**src/rtl/beatmap_sequencer.sv**
```systemverilog
// -----------------------------------------------------------------------------
// beatmap_sequencer
//
// Walks a beatmap stored in an external synchronous ROM (1-cycle read
// latency) and offers each 8-bit beat word to a double-buffer writer through
// a data_en/ready handshake. The first entry is fetched right after start.
// Every later entry is fetched on a tempo tick. A tick that arrives while an
// entry is still being fetched or offered is dropped and flagged in overrun.
//
// Parameters
//   ADDR_W   beatmap ROM address width
//   LOOP     1: restart at address 0 after the last entry, 0: stop in DONE
//
// Ports
//   clk       clock, all registers update on its rising edge
//   reset     synchronous active-high reset
//   start     one-cycle pulse, begins a song from IDLE or DONE
//   pause     level, while high ticks are not consumed
//   tick      one-cycle beat strobe from the tempo divider
//   song_len  number of beat entries, sampled on an accepted start
//   rom_addr  registered ROM address
//   rom_data  ROM word, valid one cycle after rom_addr
//   data      registered beat word, one bit per note lane
//   data_en   data offered to the consumer
//   ready     consumer accepts when data_en && ready
//   busy      high in every state except IDLE and DONE
//   done      high in DONE
//   overrun   sticky, set when a tick is lost
// -----------------------------------------------------------------------------
module beatmap_sequencer #(
  parameter int ADDR_W = 8,
  parameter bit LOOP   = 1'b0
) (
  input  logic              clk,
  input  logic              reset,
  input  logic              start,
  input  logic              pause,
  input  logic              tick,
  input  logic [ADDR_W-1:0] song_len,
  output logic [ADDR_W-1:0] rom_addr,
  input  logic [7:0]        rom_data,
  output logic [7:0]        data,
  output logic              data_en,
  input  logic              ready,
  output logic              busy,
  output logic              done,
  output logic              overrun
);

  typedef enum logic [2:0] {
    IDLE     = 3'd0,
    FETCH    = 3'd1,
    WAIT     = 3'd2,
    OFFER    = 3'd3,
    TICKWAIT = 3'd4,
    DONE     = 3'd5
  } state_t;

  localparam logic [ADDR_W-1:0] ONE = {{(ADDR_W-1){1'b0}}, 1'b1};

  state_t            state;
  logic [ADDR_W-1:0] ptr;
  logic [ADDR_W-1:0] len_q;
  logic              tick_live;
  logic              last_entry;
  logic              in_flight;

  // A tick only counts when the song is not paused.
  assign tick_live  = tick & ~pause;
  // len_q is never 0 outside IDLE/DONE, so len_q-1 cannot underflow here.
  assign last_entry = (ptr == (len_q - ONE));
  // States in which an entry is still in progress; a live tick here is lost.
  assign in_flight  = (state == FETCH) || (state == WAIT) || (state == OFFER);

  always_ff @(posedge clk) begin
    if (reset) begin
      state    <= IDLE;
      rom_addr <= '0;
      data     <= '0;
      data_en  <= 1'b0;
      busy     <= 1'b0;
      done     <= 1'b0;
      overrun  <= 1'b0;
      ptr      <= '0;
      len_q    <= '0;
    end else begin
      // No tick queue: a tick arriving mid-entry is simply dropped.
      if (tick_live && in_flight) begin
        overrun <= 1'b1;
      end

      case (state)
        IDLE, DONE: begin
          if (start) begin
            len_q    <= song_len;
            ptr      <= '0;
            rom_addr <= '0;
            overrun  <= 1'b0;
            if (song_len == '0) begin
              state <= DONE;
              busy  <= 1'b0;
              done  <= 1'b1;
            end else begin
              // First entry is fetched immediately, without waiting for a tick.
              state <= FETCH;
              busy  <= 1'b1;
              done  <= 1'b0;
            end
          end
        end

        FETCH: begin
          // rom_addr already holds ptr; the ROM answers during WAIT.
          state <= WAIT;
        end

        WAIT: begin
          data    <= rom_data;
          data_en <= 1'b1;
          state   <= OFFER;
        end

        OFFER: begin
          // data and data_en stay untouched until the consumer is ready.
          if (ready) begin
            data_en <= 1'b0;
            if (last_entry) begin
              if (LOOP) begin
                ptr      <= '0;
                rom_addr <= '0;
                state    <= TICKWAIT;
              end else begin
                state <= DONE;
                busy  <= 1'b0;
                done  <= 1'b1;
              end
            end else begin
              ptr      <= ptr + ONE;
              rom_addr <= ptr + ONE;
              state    <= TICKWAIT;
            end
          end
        end

        TICKWAIT: begin
          if (tick_live) begin
            state <= FETCH;
          end
        end

        default: begin
          state <= IDLE;
        end
      endcase
    end
  end

endmodule

```
**config.mk**
```make
export PLATFORM = sky130hd
export DESIGN_NAME = beatmap_sequencer
export DESIGN_NICKNAME = d
export VERILOG_FILES = /design/src/rtl/beatmap_sequencer.sv
export SDC_FILE = /design/constraint.sdc
export NUM_CORES = 1
export LEC_CHECK = 0
export CORE_UTILIZATION = 35
export CTS_BUF_LIST = sky130_fd_sc_hd__clkbuf_8
export DETAILED_ROUTE_END_ITERATION = 7
export GPL_ROUTABILITY_DRIVEN = 0
export HOLD_SLACK_MARGIN = 0.05
export MAX_ROUTING_LAYER = met4
export PLACE_DENSITY = 0.66
export SYNTH_ARGS = -nofsm -noshare
export SYNTH_HDL_FRONTEND = slang
export SYNTH_SLANG_ARGS = --single-unit
export TNS_END_PERCENT = 20
```
**constraint.sdc**
```tcl
create_clock -name clk -period 5.9 [get_ports clk]
set_clock_uncertainty 0.2 [all_clocks]
set_input_delay 1.77 -clock clk [delete_from_list [all_inputs] [get_ports clk]]
set_output_delay 1.77 -clock clk [all_outputs]
set_load 0.1 [all_outputs]
```
==> run summary <==
The area of the core region came out at 4414 µm². The kind of critical path is flip-flop to output port. The clock tree from TritonCTS is yes.

The minimum setup slack among reg-to-reg paths came out at 3.11 ns. The routed design has between 3 and 4 mm of wire. The residual overflow from global routing came out at 0. The required arrival time at the worst endpoint is 3.93 ns. The worst setup path is captured at an output port.

Of the synthesized area, sequential elements account for 37.86%. The fill cell total of the finished layout is 415. The die outline width is 70.43 µm.

The number of levels in the clock H-tree came out at 2. The quantity of hold-fixing buffers added after cts came out at 0. The worst-case reg-to-reg path depth is 10. Counting along the longest clock path gives a buffer depth of 2. The total count of max-transition violations in the final report is 0.

The initial detailed-routing violation count is 73. In this run the clock root is driven by a clkbuf_8. The startpoint identified for the worst register-to-register timing path is len_q[0]. Setup repair after global routing left no endpoint under its margin. The count of boundary I/O pins came out at 42. The clock net in this run drives a total of 31 sinks.

The cell type with the largest total area after synthesis is dfxtp_1. In this run, synthesis inferred 0 flip-flops with an integrated enable. The number of antenna repair diodes came out at 0.

The cell count after synthesis is 198. The largest net degree at the start of global routing came out at 27. The number of detailed-route iterations in the first pass is 4.

After synthesis, the most frequently instantiated cells are dfxtp_1, nand2_1, nor2_1, a21oi_1, mux2i_1. Summing all placed instances gives a cell area of 2072 µm². The endpoint identified for the worst register-to-register timing path is ptr[2]. The clock-pin slew on the worst setup and hold paths is 0.06 ns.

The net count after synthesis came out at 222. The number of instances in the placed design came out at 280. The fraction of synthesized cell area taken by the top area cell type came out at between 30% and 40%. In the synthesized netlist the dominant register cell turns out to be dfxtp_1. The transition time at the pin with the least slew margin came out at 0.9877 ns. The via count of the first global-routing pass came out at 1303. Setup violations remaining at the end of the flow were counted as 0. Sorting the synthesized cells by area gives the leading types as dfxtp_1, a21oi_1, mux2i_1, nand2_1, nor2_1. The critical path ends at rom_addr[6]. After layout, the worst path uses between 60 and 70% of the clock period. The number of setup buffers added after CTS came out at 0. Using the TritonRoute via totals, the vias-per-cell ratio works out to 5.254. In this run the tool buffered the top-level ports with 41 buffer cells. In this run the number of cells on the critical path is 1. The most used standard cell by instance count after synthesis is dfxtp_1.

Summed over all cells, the static leakage comes to just under 0.8 nW. The count of antenna-violating nets left after detailed routing is 0. The worst slew margin relative to its limit came out at 33.95%. The setup slack of the critical path after layout came out at 1.949 ns. The cell area after layout is 2160 µm². After Yosys synthesis, full adders, half adders and majority gates account for 1.527% of the synthesized area. The share of async-settable or async-resettable flops after synthesis is 0%. Broken down by cell family, the worst path's largest delay share belongs to buffers and inverters.

The wire length of the first global-routing pass came out at a little over 6 mm. The synthesized netlist occupies a cell area of around 1600 µm². The number of distinct library cells after synthesis came out at 44. The flow ran to the end, and the final reports show no timing, DRC or antenna violations. The fraction of layout cells with a size suffix above 1 came out at 6.809%. The post-synthesis share of cell area spent on xor and xnor gates came out at 7.863%. The count of maximum capacitance violations is 0. The via count came out at ~1.5k.

The simple-gate share of the synthesized area came out at approximately 25%. The peak clock frequency supported by timing came out at ~0.25 GHz. The count of unresolved DRC violations after routing came out at 0.

The worst ir drop on vdd came out at around 0.2 mV. The initial antenna violation count came out at 0. The critical path's largest stage delay is around 1.2 ns. The number of failing hold endpoints at the final stage is 0.

The final layout net count came out at 259. The layout overhead on the synthesized area is 31.76%. After synthesis, the largest family of logic cells by area is simple AND/OR/NAND/NOR gates.

After floorplanning, the core was divided into 24 placement rows. The die covers between 4000 and 5000 µm². The total clock buffers created by CTS came out at 5. The average cell area after synthesis is about 8.3 µm². The number of gates resized after cts is 0.

The global-route usage over all layers came out at 16.19%. The die boundary height is 70.43 µm. The routed design could run at a clock period as short as 3.951 ns. Summing the areas of all compound-gate instances in the mapped netlist gives between 15 and 20% of the synthesized area. The power density of the placed cells is around 490 nW/µm². In this run the worst setup path begins at ptr[6]. The post-synthesis sequential element count came out at 31. The slowest stage of the critical path is the clkdlybuf4s50_1 cell. The initial standard-cell utilization of the core is 37.13%. The synthesis warning total came out at 0. Prior to clock tree synthesis, the placed netlist has a worst setup slack of 1.882 ns. Counting both buffers and inverters, the worst setup path holds a total of 1. After legalization and detailed placement, the total HPWL measured around 2.6 mm. The worst setup path is launched from a flip-flop. The min-delay analysis places its worst path in the category flip-flop to flip-flop. Multiplexer cells account for approximately 5.5% of the synthesized area. The wire length per cell came out at approximately 13 µm. The sum of negative setup slack came out at 0 ns. At the later pin of the worst-skew pair, clock insertion delay measures 0.28 ns.

The arrival time at the worst endpoint is 1.98 ns. The number of non-filler instances in the completed layout came out at 287. Traced cell by cell, the critical path runs through clkdlybuf4s50_1.

The biggest fanout along the worst timing path came out at 8.
==> routing by layer <==
metal / global-route usage, % / wire length, µm
met1: 21.44 / 1795
met2: 23.70 / 1621
met3: 3.896 / 175
met4: 6.222 / 73
met5: - / 0
==> registers in the layout (all words and copies together) (netlist names) <==
signal / cells
len_q: 8
done: 1
data: 8
busy: 1
state: 3
overrun: 1
data_en: 1
ptr: 8
==> stage by stage <==
step                util, %  hold WS, ns  power, mW
floorplan                 -       0.2804     0.7957
global placement      46.94       0.2321     0.8986
detailed placement    46.94       0.2409     0.9012
CTS                   48.92       0.2514      1.074
global route          48.92       0.2697      1.146
finish                48.92       0.2453      1.066
==> area by class of cell <==
class	count	area, µm²	share of cell area, %
multi-input cells	149	942.2	43.63
flip-flops and latches	31	620.6	28.74
repair buffers	43	425.4	19.70
clock buffers	6	82.58	3.824
well taps	52	65.06	3.013
inverters	5	18.77	0.8691
clock inverters	1	5.005	0.2317
==> cells by family (layout without fill, tap and decap cells) <==
kind of cell	count (synthesis)	in the layout
xor gates and xnor gates	13	13
DFF	31	31
buffers and inverters	18	55
adders and majority gates	2	2
AOI/OAI and AO/OA	43	43
and+or+nand+nor	82	82
muxes	9	9
==> power by group <==
group | total (mW) | leakage (nW) | internal (mW) | switching [mW]
combinational | 0.574 | 0.473 | 0.224 | 0.349
sequential | 0.324 | 0.253 | 0.258 | 0.0658
clock | 0.168 | 0.0470 | 0.0914 | 0.0770
total | 1.07 | 0.773 | 0.573 | 0.492
==> worst reg2reg max path: stages, from the launching register on <==
cell and delay [ns]:
dfxtp_1 0.45, inv_1 0.08, ha_1 0.31, xnor2_1 0.13, nor4_1 0.33, o2111ai_2 0.19, a21oi_4 0.27, nor3_1 0.08
buf_4 0.23, or2_0 0.31, nor2_1 0.15
==> worst min-delay path by stage <==
stage | depth (start not counted) | from | slack (ns) | endpoint
final | 2 | overrun | 0.25 | overrun
after global routing | 2 | data[2] | 0.27 | data[2]
after CTS | 2 | overrun | 0.25 | overrun
after detailed placement | 2 | overrun | 0.24 | overrun
after global placement | 2 | overrun | 0.23 | overrun
after floorplan | 2 | len_q[7] | 0.28 | len_q[7]
==> placed cells by master (no fill, tap or decap), types with 2 or more instances in the layout <==
cell type,count
o21bai_1,2
a21oi_1,19
nor2_1,24
nand3_1,3
o31ai_1,3
a21o_1,2
mux2i_1,9
nor3_1,5
ha_1,2
or2_2,2
clkbuf_8,6
dfxtp_1,31
and2_1,2
nand2_1,24
nand4_1,2
nor4_1,5
o21ai_0,5
xor2_1,4
buf_4,2
xnor2_1,8
clkdlybuf4s50_1,41
nand2b_1,3
or4_1,4
inv_1,5
(Power assumes the default switching activity.)
